`src/rtl/lc3_pkg.sv`:
```
// Shared LC3 definitions: opcodes, execute-stage control encodings and the reset NOP.
package lc3_pkg;

   localparam logic [15:0] NOP_IR = 16'h5020;

   localparam logic [3:0] OP_BR   = 4'b0000;
   localparam logic [3:0] OP_ADD  = 4'b0001;
   localparam logic [3:0] OP_LD   = 4'b0010;
   localparam logic [3:0] OP_ST   = 4'b0011;
   localparam logic [3:0] OP_JSR  = 4'b0100;
   localparam logic [3:0] OP_AND  = 4'b0101;
   localparam logic [3:0] OP_LDR  = 4'b0110;
   localparam logic [3:0] OP_STR  = 4'b0111;
   localparam logic [3:0] OP_NOT  = 4'b1001;
   localparam logic [3:0] OP_LDI  = 4'b1010;
   localparam logic [3:0] OP_STI  = 4'b1011;
   localparam logic [3:0] OP_JMP  = 4'b1100;
   localparam logic [3:0] OP_LEA  = 4'b1110;
   localparam logic [3:0] OP_TRAP = 4'b1111;

   typedef enum logic [1:0] {
      ALU_ADD  = 2'b00,
      ALU_AND  = 2'b01,
      ALU_NOT  = 2'b10,
      ALU_PASS = 2'b11
   } alu_op_e;

   typedef enum logic [1:0] {
      PC_OFF11 = 2'b00,
      PC_OFF9  = 2'b01,
      PC_OFF6  = 2'b10,
      PC_ZERO  = 2'b11
   } pcsel1_e;

   // E_Control bit-field positions
   localparam int EC_ALU_HI    = 5;
   localparam int EC_ALU_LO    = 4;
   localparam int EC_PCSEL1_HI = 3;
   localparam int EC_PCSEL1_LO = 2;
   localparam int EC_PCSEL2    = 1;
   localparam int EC_OP2SEL    = 0;

   // Stores read their data register through the sr2 port.
   function automatic logic is_store(input logic [3:0] opcode);
      return (opcode == OP_ST) || (opcode == OP_STR) || (opcode == OP_STI);
   endfunction

endpackage

```
`src/rtl/lc3_execute_if.sv`:
```
// Decode/regfile/bypass-facing bundle of the LC3 execute stage.
// Valid/ready: none; the stage captures whenever enable_execute is high at posedge.
interface lc3_execute_if;
   logic        enable_execute;
   logic [15:0] IR;
   logic [15:0] npc_in;
   logic [5:0]  E_Control;
   logic [1:0]  W_Control_in;
   logic        Mem_Control_in;
   logic [15:0] VSR1;
   logic [15:0] VSR2;
   logic [1:0]  bypass_alu;
   logic [1:0]  bypass_mem;
   logic [15:0] Mem_Bypass_Val;
   logic [2:0]  sr1;
   logic [2:0]  sr2;
   logic [15:0] aluout;
   logic [15:0] pcout;
   logic [1:0]  W_Control_out;
   logic        Mem_Control_out;
   logic [2:0]  dr;
   logic [2:0]  NZP;
   logic [15:0] M_Data;
   logic [15:0] IR_exec;

   modport master (
      output enable_execute, IR, npc_in, E_Control, W_Control_in, Mem_Control_in,
             VSR1, VSR2, bypass_alu, bypass_mem, Mem_Bypass_Val,
      input  sr1, sr2, aluout, pcout, W_Control_out, Mem_Control_out, dr, NZP,
             M_Data, IR_exec
   );

   modport slave (
      input  enable_execute, IR, npc_in, E_Control, W_Control_in, Mem_Control_in,
             VSR1, VSR2, bypass_alu, bypass_mem, Mem_Bypass_Val,
      output sr1, sr2, aluout, pcout, W_Control_out, Mem_Control_out, dr, NZP,
             M_Data, IR_exec
   );
endinterface

```
`src/rtl/lc3_ext_unit.sv`:
```
// Combinational ALU and effective-address adder of the LC3 execute stage.
module lc3_ext_unit
   import lc3_pkg::*;
(
   input  logic [15:0] ir_i,
   input  logic [15:0] npc_i,
   input  logic [15:0] op1_i,
   input  logic [15:0] op2_i,
   input  logic [5:0]  e_control_i,
   output logic [15:0] alu_o,
   output logic [15:0] pc_o
);

   alu_op_e     alu_op;
   pcsel1_e     pcsel1;
   logic [15:0] alu_b;
   logic [15:0] addr_a;
   logic [15:0] addr_b;

   assign alu_op = alu_op_e'(e_control_i[EC_ALU_HI:EC_ALU_LO]);
   assign pcsel1 = pcsel1_e'(e_control_i[EC_PCSEL1_HI:EC_PCSEL1_LO]);
   assign alu_b  = e_control_i[EC_OP2SEL] ? op2_i : {{11{ir_i[4]}}, ir_i[4:0]};

   always_comb begin
      alu_o = 16'h0000;
      unique case (alu_op)
         ALU_ADD:  alu_o = op1_i + alu_b;
         ALU_AND:  alu_o = op1_i & alu_b;
         ALU_NOT:  alu_o = ~op1_i;
         ALU_PASS: alu_o = op1_i;
      endcase
   end

   always_comb begin
      addr_a = 16'h0000;
      unique case (pcsel1)
         PC_OFF11: addr_a = {{5{ir_i[10]}}, ir_i[10:0]};
         PC_OFF9:  addr_a = {{7{ir_i[8]}}, ir_i[8:0]};
         PC_OFF6:  addr_a = {{10{ir_i[5]}}, ir_i[5:0]};
         PC_ZERO:  addr_a = 16'h0000;
      endcase
   end

   assign addr_b = e_control_i[EC_PCSEL2] ? npc_i : op1_i;
   assign pc_o   = addr_a + addr_b;

endmodule

```
`src/rtl/lc3_execute.sv`:
```
// LC3 execute stage: operand resolution, ALU/address compute, registered hand-off to memory.
// Operand forwarding is compiled in only when EXECUTE_BYPASS_EN is defined.
module lc3_execute #(
   parameter logic [15:0] NOP_IR = lc3_pkg::NOP_IR
) (
   input  logic          clk,
   input  logic          rst,
   lc3_execute_if.slave  bus
);
   import lc3_pkg::*;

   logic [3:0]  opcode;
   logic [15:0] op1;
   logic [15:0] op2;
   logic [15:0] alu_d,  alu_q;
   logic [15:0] pc_d,   pc_q;
   logic [2:0]  nzp_d,  nzp_q;
   logic [15:0] ir_q;
   logic [1:0]  wctl_q;
   logic        mctl_q;
   logic [2:0]  dr_q;
   logic [15:0] mdata_q;

   assign opcode  = bus.IR[15:12];
   assign bus.sr1 = bus.IR[8:6];
   assign bus.sr2 = is_store(opcode) ? bus.IR[11:9] : bus.IR[2:0];

`ifdef EXECUTE_BYPASS_EN
   // ALU self-forwarding beats memory forwarding; a stalled stage forwards its held result.
   always_comb begin
      op1 = bus.VSR1;
      op2 = bus.VSR2;
      if (bus.bypass_alu[0])      op1 = alu_q;
      else if (bus.bypass_mem[0]) op1 = bus.Mem_Bypass_Val;
      if (bus.bypass_alu[1])      op2 = alu_q;
      else if (bus.bypass_mem[1]) op2 = bus.Mem_Bypass_Val;
   end
`else
   assign op1 = bus.VSR1;
   assign op2 = bus.VSR2;
`endif

   lc3_ext_unit u_ext (
      .ir_i        (bus.IR),
      .npc_i       (bus.npc_in),
      .op1_i       (op1),
      .op2_i       (op2),
      .e_control_i (bus.E_Control),
      .alu_o       (alu_d),
      .pc_o        (pc_d)
   );

   always_comb begin
      nzp_d = 3'b000;
      if (opcode == OP_BR)       nzp_d = bus.IR[11:9];
      else if (opcode == OP_JMP) nzp_d = 3'b111;
   end

   always_ff @(posedge clk) begin
      if (rst) begin
         ir_q    <= NOP_IR;
         alu_q   <= 16'h0000;
         pc_q    <= 16'h0000;
         mdata_q <= 16'h0000;
         wctl_q  <= 2'b00;
         mctl_q  <= 1'b0;
         dr_q    <= 3'b000;
         nzp_q   <= 3'b000;
      end else if (bus.enable_execute) begin
         ir_q    <= bus.IR;
         alu_q   <= alu_d;
         pc_q    <= pc_d;
         mdata_q <= op2;
         wctl_q  <= bus.W_Control_in;
         mctl_q  <= bus.Mem_Control_in;
         dr_q    <= bus.IR[11:9];
         nzp_q   <= nzp_d;
      end
   end

   assign bus.IR_exec         = ir_q;
   assign bus.aluout          = alu_q;
   assign bus.pcout           = pc_q;
   assign bus.M_Data          = mdata_q;
   assign bus.W_Control_out   = wctl_q;
   assign bus.Mem_Control_out = mctl_q;
   assign bus.dr              = dr_q;
   assign bus.NZP             = nzp_q;

endmodule

```
`src/flat_wrapper.sv`:
```
// flat-port wrapper written by rule: the top's interface ports become plain ports
module lc3_execute_flat import lc3_pkg::*;
#(
   parameter logic [15:0] NOP_IR = lc3_pkg::NOP_IR
)
  (clk, rst, bus_enable_execute, bus_IR, bus_npc_in, bus_E_Control, bus_W_Control_in, bus_Mem_Control_in, bus_VSR1, bus_VSR2, bus_bypass_alu, bus_bypass_mem, bus_Mem_Bypass_Val, bus_sr1, bus_sr2, bus_aluout, bus_pcout, bus_W_Control_out, bus_Mem_Control_out, bus_dr, bus_NZP, bus_M_Data, bus_IR_exec);
  lc3_execute_if bus_i ();
  input  logic clk;
  input  logic rst;
  input wire logic [$bits(bus_i.enable_execute)-1:0] bus_enable_execute;
  input wire logic [$bits(bus_i.IR)-1:0] bus_IR;
  input wire logic [$bits(bus_i.npc_in)-1:0] bus_npc_in;
  input wire logic [$bits(bus_i.E_Control)-1:0] bus_E_Control;
  input wire logic [$bits(bus_i.W_Control_in)-1:0] bus_W_Control_in;
  input wire logic [$bits(bus_i.Mem_Control_in)-1:0] bus_Mem_Control_in;
  input wire logic [$bits(bus_i.VSR1)-1:0] bus_VSR1;
  input wire logic [$bits(bus_i.VSR2)-1:0] bus_VSR2;
  input wire logic [$bits(bus_i.bypass_alu)-1:0] bus_bypass_alu;
  input wire logic [$bits(bus_i.bypass_mem)-1:0] bus_bypass_mem;
  input wire logic [$bits(bus_i.Mem_Bypass_Val)-1:0] bus_Mem_Bypass_Val;
  output wire logic [$bits(bus_i.sr1)-1:0] bus_sr1;
  output wire logic [$bits(bus_i.sr2)-1:0] bus_sr2;
  output wire logic [$bits(bus_i.aluout)-1:0] bus_aluout;
  output wire logic [$bits(bus_i.pcout)-1:0] bus_pcout;
  output wire logic [$bits(bus_i.W_Control_out)-1:0] bus_W_Control_out;
  output wire logic [$bits(bus_i.Mem_Control_out)-1:0] bus_Mem_Control_out;
  output wire logic [$bits(bus_i.dr)-1:0] bus_dr;
  output wire logic [$bits(bus_i.NZP)-1:0] bus_NZP;
  output wire logic [$bits(bus_i.M_Data)-1:0] bus_M_Data;
  output wire logic [$bits(bus_i.IR_exec)-1:0] bus_IR_exec;
  assign bus_i.enable_execute = bus_enable_execute;
  assign bus_i.IR = bus_IR;
  assign bus_i.npc_in = bus_npc_in;
  assign bus_i.E_Control = bus_E_Control;
  assign bus_i.W_Control_in = bus_W_Control_in;
  assign bus_i.Mem_Control_in = bus_Mem_Control_in;
  assign bus_i.VSR1 = bus_VSR1;
  assign bus_i.VSR2 = bus_VSR2;
  assign bus_i.bypass_alu = bus_bypass_alu;
  assign bus_i.bypass_mem = bus_bypass_mem;
  assign bus_i.Mem_Bypass_Val = bus_Mem_Bypass_Val;
  assign bus_sr1 = bus_i.sr1;
  assign bus_sr2 = bus_i.sr2;
  assign bus_aluout = bus_i.aluout;
  assign bus_pcout = bus_i.pcout;
  assign bus_W_Control_out = bus_i.W_Control_out;
  assign bus_Mem_Control_out = bus_i.Mem_Control_out;
  assign bus_dr = bus_i.dr;
  assign bus_NZP = bus_i.NZP;
  assign bus_M_Data = bus_i.M_Data;
  assign bus_IR_exec = bus_i.IR_exec;
  lc3_execute #(.NOP_IR(NOP_IR)) u_core (.clk(clk), .rst(rst), .bus(bus_i));
endmodule
```
`config.mk`:
```
export PLATFORM = sky130hd
export DESIGN_NAME = lc3_execute_flat
export DESIGN_NICKNAME = d
export VERILOG_FILES = /design/src/rtl/lc3_pkg.sv /design/src/rtl/lc3_execute_if.sv /design/src/rtl/lc3_ext_unit.sv /design/src/rtl/lc3_execute.sv /design/src/flat_wrapper.sv
export SDC_FILE = /design/constraint.sdc
export NUM_CORES = 1
export LEC_CHECK = 0
export CAP_MARGIN = 5
export CELL_PAD_IN_SITES_DETAIL_PLACEMENT = 1
export CELL_PAD_IN_SITES_GLOBAL_PLACEMENT = 2
export CORE_MARGIN = 10
export CORE_UTILIZATION = 25
export CTS_CLUSTER_SIZE = 24
export DETAILED_ROUTE_END_ITERATION = 8
export GPL_ROUTABILITY_DRIVEN = 0
export PLACE_DENSITY = 0.84
export SLEW_MARGIN = 20
export SYNTH_ARGS = -nofsm -noshare
export SYNTH_HDL_FRONTEND = slang
export SYNTH_SLANG_ARGS = --single-unit
```
`constraint.sdc`:
```
create_clock -name clk -period 3.72 [get_ports clk]
set_clock_uncertainty 0.1 [all_clocks]
set_input_delay 0.372 -clock clk [delete_from_list [all_inputs] [get_ports clk]]
set_output_delay 0.372 -clock clk [all_outputs]
set_load 0.03 [all_outputs]
```
==> out/qor.txt <==
Outcome: completed
Final core utilization: 0.373
Cts repair resizes: 0
Worst-margin pin slew: 0.780 ns
Post-CTS Hold Fix Bufs: 0
Largest net degree at the start of global routing: 37
Syn_area_per_cell: 8.15 µm²
Via count: 4,946
Chip Width: 159 µm
Layout Nets: 872
P_int: 0.00194 W
Clock root buffer: clkbuf_16
Total Power: 0.00290 W
Worst Reg-to-Reg Cells: 4
Syn Inst Count: 596
Post-synthesis cell type count: 59
Setup violators final: 0
Vias in the first global route: 5,322
Io pins: 175
Hold WS: 0.359 ns
Post-DR wirelength/cell: 19.4 µm
Rel. slew slack: 0.478
Fmax achieved: 305 MHz
Share of cells above drive strength 1: 0.0896
Max_cap viols: 0
DR pass1 iterations: 4
Reg2Reg Launch Point: u_core.bus.aluout[7]
Layout area overhead: 45.0%
Seq cells post-synth: 70
Slowest-stage cell, CP: clkdlybuf4s50_1
Crit path arrival time: 3.42 ns
Leak pwr: 2.90 nW
Routed Antenna Nets: 0
Final Cycle Share: 0.882
Clock transition at path regs: 0.07 ns
Hold depth: 2
Synthesized Nets: 725
H-Tree Level Count: 3
Final Critical Period: 3.28 ns
Post-CTS setup buffer count: 0
Crit Path Class: input pin to flip-flop
Pins Over Slew Limit: 0
DR vias/cell: 4.90
Total grt overflow: 0
HPWL after DPL: 15,800 µm
Dominant cells by area after synthesis: dfxtp_1 (29%), mux2i_1 (11%), ha_1 (8.0%)
Combinational share of power: 0.341
Yosys Warn Count: 0
Routed Wire Length: 19,600 µm
Top cell type's share of synthesized area: 0.289
Most frequent cell after synthesis: nor2_1
Sequential share of power: 0.292
Worst-skew pair later-pin latency: 0.35 ns
CTS Buffer Depth: 2
DRC Markers: 0
TritonCTS Buffers: 9
Crit. Startpoint: bus_E_Control[1]
Cell area after synthesis: 4850 µm²
Endpoints failing hold: 0
TNS Setup: 0 ns
DIE AREA: 25,400 µm²
Port buffer count: 154
Crit Path Max Fanout: 3
Startpoint types: input pin
Sw Share: 0.332
Rows: 50
Placed instance area: 6680 µm²
GRT Resource Usage Total: 0.151
Hold path start: u_core.bus.pcout[12]
Register area share after synthesis: 0.289
CTS tree: done
NetSw: 0.000964 W
Largest stage delay on the critical path: 0.57 ns
WP data required: 3.86 ns
Initial Util: 0.257
DIE HEIGHT: 159 µm
Clock share of power: 0.367
Synth area leader: dfxtp_1
RSZ-0062 raised after global routing: no
HP Class: flip-flop to flip-flop
Final non-filler cell area: 7040 µm²
Post-synth top flop: dfxtp_1
Critical-path cell list: clkdlybuf4s50_1 > mux2_2 > ha_1 > fa_1 > a211oi_2 > o21bai_1 > a21oi_2 > nor2_1 > or4_1 > a32o_1
Worst Setup End Kind: flip-flop
Share of flip-flops with an asynchronous set or reset: 0
Synth cell count leaders: nor2_1 (87), dfxtp_1 (70), nand2_1 (60)
Antenna violations before repair: 2
Post-synth EDFFs: 0
First-pass GRT wire length: 30,600 µm
VDD IR max: 0.243 mV
Pwr per Cell Area: 412 nW/µm²
Num Clock Sinks: 70
Iter 0 DRT Violations: 200
Core Box Area: 18,900 µm²
==> layout by cell type, fill, tap and decap left out, drive strengths merged, types with 7 or more instances in the layout <==
cell,instances
dfxtp,70
and2,7
o21ai,37
nor2,87
nand2,61
nand2b,10
buf,19
inv,9
mux2i,51
a21oi,38
nor3,9
a21o,11
clkdlybuf4s50,152
nand3,9
ha,31
a211oi,13
xnor2,16
mux2,24
clkbuf,11
==> kinds of logic (layout without fill, tap and decap cells) <==
kind of cell / after synthesis / after routing / synth area share
buffers and inverters: 45 / 197 / 0.0410
adders and majority gates: 33 / 33 / 0.0881
other: 0 / 1 / 0
AOI/OAI and AO/OA: 145 / 145 / 0.195
xor gates and xnor gates: 21 / 21 / 0.0379
muxes: 75 / 75 / 0.161
DFF: 70 / 70 / 0.289
and+or+nand+nor: 207 / 207 / 0.188
==> layer usage <==
| layer | vias up | share of wire | global-route usage |
|---|---|---|---|
| met5 | - | 0 | 0 |
| li1 | 2434 | - | - |
| met2 | 145 | 0.43 | 0.227 |
| met4 | 0 | 0.016 | 0.0480 |
| met3 | 19 | 0.092 | 0.0682 |
| met1 | 2348 | 0.46 | 0.188 |
==> power groups by stage <==
stage / Sequential, W / Clock [W] / Combinational [W]
after detailed placement: 0.000866 / 0 / 0.000991
after global placement: 0.000863 / 0 / 0.000970
after global routing: 0.000857 / 0.00113 / 0.00108
after floorplan: 0.000982 / 0 / 0.000482
after CTS: 0.000850 / 0.00109 / 0.000996
final: 0.000849 / 0.00107 / 0.000989
==> through the flow <==
stage	instances	worst slack, ns
after floorplan	596	0.591
after CTS	1008	0.454
after global placement	992	0.148
after detailed placement	992	0.101
final	1009	0.437
after global routing	1008	0.252
==> state kept, by name (all words and copies together), names as in the netlist <==
signal and flops:
u_core.bus.M_Data 16, u_core.bus.aluout 16, u_core.bus.pcout 16, u_core.bus.IR_exec 14, u_core.bus.NZP 3, u_core.bus.W_Control_out 2
u_core.bus.dr 2, u_core.bus.Mem_Control_out 1
==> final cells by class <==
cell class                 instances  area [µm²]
clock inverter                     5         105
timing repair buffer             171        1660
sequential                        70        1400
tap                              260         325
antenna                            1        2.50
clock buffer                      11         253
inverter                          10        37.5
multi-input combinational        481        3250
fill                            2256       11900
==> critical path, delay by kind of cell <==
kind                       cells  cell delay [ns]
AOI/OAI and AO/OA              4             0.89
and+or+nand+nor                2             0.55
buffers and inverters          1             0.57
muxes                          1             0.37
adders and majority gates      2             0.67
==> path summary, 6_finish.rpt <==
path                            slack, ns                    to
worst max register to register       2.56  u_core.bus.aluout[7]
worst min register to register       0.36  u_core.bus.pcout[12]
worst min-delay path                 0.36  u_core.bus.pcout[12]
worst max-delay path                 0.44  u_core.bus.pcout[14]
Note: power is estimated with default switching activity, not from simulation.
